==> src/rtl/axi_read_arbiter.sv <==
// axi_read_arbiter: shares one AXI3 read channel (AR/R) between the
// instruction-fetch (IF) and data-memory (MEM) requesters.
// The channel carries one outstanding read at a time. MEM has priority over IF,
// but IF is forced to win after MAX_STARVE consecutive losses. IF responses
// that are still in flight when a pipeline flush arrives are discarded.
// Ports:
//   clk, reset               clock, synchronous active-high reset
//   if_req_* / mem_req_*     request handshake and virtual address
//   if_rsp_* / mem_rsp_*     read data, error flag, response handshake
//   if_flush                 drops the pending IF read
//   ar* / r*                 AXI3 read address and read data channels
module axi_read_arbiter #(
  parameter logic [3:0]  IF_ID      = 4'd0,
  parameter logic [3:0]  MEM_ID     = 4'd1,
  parameter int unsigned MAX_STARVE = 3
) (
  input  logic        clk,
  input  logic        reset,
  input  logic        if_req_valid,
  input  logic [31:0] if_req_addr,
  output logic        if_req_ready,
  output logic        if_rsp_valid,
  output logic [31:0] if_rsp_data,
  output logic        if_rsp_err,
  input  logic        if_rsp_ready,
  input  logic        if_flush,
  input  logic        mem_req_valid,
  input  logic [31:0] mem_req_addr,
  output logic        mem_req_ready,
  output logic        mem_rsp_valid,
  output logic [31:0] mem_rsp_data,
  output logic        mem_rsp_err,
  input  logic        mem_rsp_ready,
  output logic [3:0]  arid,
  output logic [31:0] araddr,
  output logic [3:0]  arlen,
  output logic [2:0]  arsize,
  output logic [1:0]  arburst,
  output logic [1:0]  arlock,
  output logic [3:0]  arcache,
  output logic [2:0]  arprot,
  output logic        arvalid,
  input  logic        arready,
  input  logic [3:0]  rid,
  input  logic [31:0] rdata,
  input  logic [1:0]  rresp,
  input  logic        rlast,
  input  logic        rvalid,
  output logic        rready
);

  localparam int unsigned CNT_W = 3;

  typedef enum logic [1:0] {S_IDLE, S_ADDR, S_DATA} state_e;

  state_e             state_q, state_d;
  logic               arvalid_q, arvalid_d;
  logic [31:0]        araddr_q, araddr_d;
  logic [3:0]         arid_q, arid_d;
  logic               owner_if_q, owner_if_d;
  logic               drop_q, drop_d;
  logic [CNT_W-1:0]   starve_q, starve_d;
  logic               if_elig;
  logic               grant_if;
  logic               grant_mem;

  // rid is not checked: a mismatching beat is consumed like any other.
  logic rid_unused;
  assign rid_unused = ^rid;

  // Single beat, 32-bit, INCR, normal access.
  assign arlen   = 4'd0;
  assign arsize  = 3'b010;
  assign arburst = 2'b01;
  assign arlock  = 2'd0;
  assign arcache = 4'd0;
  assign arprot  = 3'd0;

  assign arvalid = arvalid_q;
  assign araddr  = araddr_q;
  assign arid    = arid_q;

  // kseg0/kseg1 (0x8000_0000..0xBFFF_FFFF) fold onto physical 0x0000_0000.
  function automatic logic [31:0] xlate(input logic [31:0] va);
    if (va[31:29] == 3'b100 || va[31:29] == 3'b101) begin
      return {3'b000, va[28:0]};
    end
    return va;
  endfunction

  // State register
  always_ff @(posedge clk) begin
    if (reset) begin
      state_q    <= S_IDLE;
      arvalid_q  <= 1'b0;
      araddr_q   <= 32'd0;
      arid_q     <= 4'd0;
      owner_if_q <= 1'b0;
      drop_q     <= 1'b0;
      starve_q   <= '0;
    end else begin
      state_q    <= state_d;
      arvalid_q  <= arvalid_d;
      araddr_q   <= araddr_d;
      arid_q     <= arid_d;
      owner_if_q <= owner_if_d;
      drop_q     <= drop_d;
      starve_q   <= starve_d;
    end
  end

  // Grant, next-state and response routing
  always_comb begin
    state_d       = state_q;
    arvalid_d     = arvalid_q;
    araddr_d      = araddr_q;
    arid_d        = arid_q;
    owner_if_d    = owner_if_q;
    drop_d        = drop_q;
    starve_d      = starve_q;
    if_req_ready  = 1'b0;
    mem_req_ready = 1'b0;
    if_rsp_valid  = 1'b0;
    if_rsp_data   = 32'd0;
    if_rsp_err    = 1'b0;
    mem_rsp_valid = 1'b0;
    mem_rsp_data  = 32'd0;
    mem_rsp_err   = 1'b0;
    rready        = 1'b0;
    if_elig       = if_req_valid && !if_flush;
    grant_if      = 1'b0;
    grant_mem     = 1'b0;

    unique case (state_q)
      S_IDLE: begin
        grant_if      = if_elig && (!mem_req_valid || starve_q == CNT_W'(MAX_STARVE));
        grant_mem     = mem_req_valid && !grant_if;
        if_req_ready  = grant_if;
        mem_req_ready = grant_mem;
        if (grant_if) begin
          araddr_d   = xlate(if_req_addr);
          arid_d     = IF_ID;
          owner_if_d = 1'b1;
          arvalid_d  = 1'b1;
          starve_d   = '0;
          state_d    = S_ADDR;
        end else if (grant_mem) begin
          araddr_d   = xlate(mem_req_addr);
          arid_d     = MEM_ID;
          owner_if_d = 1'b0;
          arvalid_d  = 1'b1;
          state_d    = S_ADDR;
          // IF lost a contested grant
          if (if_elig && starve_q != CNT_W'(MAX_STARVE)) begin
            starve_d = starve_q + CNT_W'(1);
          end
        end
      end
      S_ADDR: begin
        if (if_flush && owner_if_q) begin
          drop_d = 1'b1;
        end
        if (arready) begin
          arvalid_d = 1'b0;
          state_d   = S_DATA;
        end
      end
      S_DATA: begin
        if (if_flush && owner_if_q) begin
          drop_d = 1'b1;
        end
        if (!owner_if_q) begin
          mem_rsp_valid = rvalid;
          mem_rsp_data  = rdata;
          mem_rsp_err   = (rresp != 2'b00);
          rready        = mem_rsp_ready;
        end else if (drop_q) begin
          // Flushed IF read: sink the beat silently.
          rready = 1'b1;
        end else begin
          if_rsp_valid = rvalid;
          if_rsp_data  = rdata;
          if_rsp_err   = (rresp != 2'b00);
          rready       = if_rsp_ready;
        end
        // Last beat wins over a same-cycle flush so drop never leaks past IDLE.
        if (rvalid && rready && rlast) begin
          drop_d  = 1'b0;
          state_d = S_IDLE;
        end
      end
      default: begin
        state_d = S_IDLE;
      end
    endcase
  end

endmodule

==> config.mk <==
export PLATFORM = sky130hd
export DESIGN_NAME = axi_read_arbiter
export DESIGN_NICKNAME = d
export VERILOG_FILES = /design/src/rtl/axi_read_arbiter.sv
export SDC_FILE = /design/constraint.sdc
export NUM_CORES = 1
export LEC_CHECK = 0
export ABC_AREA = 1
export CORE_MARGIN = 2
export CORE_UTILIZATION = 35
export CTS_BUF_LIST = sky130_fd_sc_hd__clkbuf_4
export DETAILED_ROUTE_END_ITERATION = 6
export MAX_ROUTING_LAYER = met4
export PLACE_DENSITY = 0.88
export SYNTH_ARGS = -nofsm -noshare
export SYNTH_HDL_FRONTEND = slang
export SYNTH_SLANG_ARGS = --single-unit
==> constraint.sdc <==
create_clock -name clk -period 2.7 [get_ports clk]
set_input_delay 0.54 -clock clk [delete_from_list [all_inputs] [get_ports clk]]
set_output_delay 0.54 -clock clk [all_outputs]
set_load 0.02 [all_outputs]
==> reports/metrics.cfg <==
[run_status]
outcome=complete, no violations

[synthesis]
synthSimpleGateAreaFrac_pct=33.5
synth.area.top_cells=dfxtp_1, nand2_1, inv_1
ys_ff_latch=41
seq_area_frac_synth_pct=30.3
synth_cell_type_count=27
yosysWarnings=0
syn_area_per_cell_um2=6.25
netlist_area_mm2=0.00271
synth_compound_area_share_pct=10.9
synth_top_family_by_area=simple AND/OR/NAND/NOR gates
synthMuxAreaShare_pct=0
synth-xor-area-share_pct=0
synth_largest_area_cell=dfxtp_1
synth_top_area_share_pct=30.3
syn_inst=433
synthAdderAreaFrac_pct=2.78

[finish]
drive_gt1_share_pct=4.99
syn_to_final_growth_pct=83.4
nets=758
post-route-util_pct=65.2
instances_no_fill=744
design_area_mm2=0.00496

[worst_setup_path]
crit_required_ns=2.16
critical_path.startpoint=if_req_valid
critPathLaunchType=input pin
end_kind=output port
arrival_ns=2.06
critPathMaxFanout=4
r2r_start=state_q[0]
crit_type=in2out

[timing]
slew_viol_final=0
tightest_slew_ns=0.569
finalCritPeriodShare_pct=96.1
fin_worst_skew_ns=0.0164
finalWorstSetupSlack_ns=0.105
grt_setup_unrepaired=no
fin_crit_ns=2.60
hold_viol_final=0
setup_violations=0
fmax_ghz=0.385
finalSetupTns_ns=0
slew_headroom_pct=62.1

[die]
core.rowCount=32
die_h_um=91.9
design.core.area_mm2=0.00761
die_area_mm2=0.00845
io_pins=238
die_x_um=91.9
start_util_pct=35.6

[detailed_routing]
wl_um=9450
initialDrtViolationCount=160
vias=3380
wl_per_cell_um=12.7
drc_errors=0
dr.pass1.iters=4
viasPerCell=4.54
antenna_left=0

[grt]
track_usage_pct=21.3
grt_pass1_wl_um=14400
grt_overflow=0
antenna_found_initial=0
grt_pass1_vias=3103
grt_max_degree=61

[worst_hold_path]
hold_path.class=reg2reg
worstHoldStart=starve_q[2]

[place]
routabilityCongestion=0.868
numPortBuffers=212
dpl_worst_slack_ns=0.0895
dp_cells=735
hpwl_um=7440
place_area_mm2=0.00482

[pwr]
cellLeakagePower_nw=3.08
power.density_mw_per_mm2=664
irDropWorstVdd_uv=415

[clocking]
clkTransAtPathRegs_ns=0.11
clock-sinks=41
clock_latency_ns=0.35
cts_root_buf=clkbuf_4
cts_max_path_buffers=2
numCtsBuffers=5
cts_tree=yes
htree_levels=2

[run]
cap_violations=0

[registers in the layout, summed over array words and instances, names as in the netlist]
signal / flops
araddr: 32
arid: 1
arvalid: 1
drop_q: 1
owner_if_q: 1
starve_q: 3
state_q: 2
[metrics by stage]
stage,power [W],hold WS [ns]
2_1_floorplan,0.00207,0.436
3_3_place_gp,0.00286,0.448
3_5_place_dp,0.00291,0.458
5_1_grt,0.00351,0.507
4_1_cts,0.00333,0.476
6_report,0.00329,0.471
[worst paths after layout]
| check | slack (ns) | cells after the start | endpoint |
|---|---|---|---|
| hold reg to reg | 0.47 | 2 | starve_q[2] |
| hold / removal | 0.47 | 2 | starve_q[2] |
| setup / recovery | 0.10 | 6 | if_req_ready |
| setup reg to reg | 0.75 | 8 | araddr[15] |
[cell usage after synthesis, drive strengths merged]
cell type,n
clkbuf,8
nand2,87
clkinv,2
and3,1
nand4,1
nor2,80
o211ai,25
ha,6
dfxtp,41
o21a,1
a211oi,1
or2,1
nand3,46
o21ai,3
buf,33
inv,83
a21boi,2
conb,2
a21oi,10
[worst max-delay path: stages]
cell and delay, ns:
clkdlybuf4s50_1 0.51, inv_2 0.05, nor2_4 0.12, nand2_2 0.11, nor2_4 0.10, clkdlybuf4s50_1 0.63
[area by class of cell]
class	count	area, um^2
multi-input combinational	285	1360
tap	102	128
clock buffer	6	45.0
timing repair buffer	222	2250
antenna	1	2.50
fill	644	2650
sequential	41	821
inverter	85	319
clock inverter	2	38.8
[kinds of logic after synthesis]
logic type | Yosys count
simple gates | 216
buf+inv | 126
compound gates | 42
flops | 41
fa+ha+maj | 6
other cells | 2
[layer usage]
layer,global-route usage (%),share of wire [%],vias up
met5,-,0,-
met4,6.97,2.6,0
met3,4.85,6.6,24
met2,35.2,50,149
met1,25.9,41,1517
li1,-,-,1690
[power by group]
group          switching, W  internal [W]  total [W]
combinational       0.00112      0.000874    0.00199
sequential         0.000101      0.000790   0.000891
clock              0.000204      0.000207   0.000412
[timing repair]
item	4_1_cts	5_1_grt
gates resized for setup	32	36
hold buffers	0	0
setup endpoints to repair	60	38
setup buffers	0	0
[cell usage in the layout, fill, tap and decap left out, types with 21 or more instances in the layout]
cell type / instances
dlygate4sd2_1: 31
conb_1: 21
nand2_1: 85
nor2_1: 76
o211ai_1: 25
dfxtp_1: 41
clkdlybuf4s50_1: 147
nand3_1: 46
dlymetal6s2s_1: 34
inv_1: 78
Power figures use the tool's default switching activity.
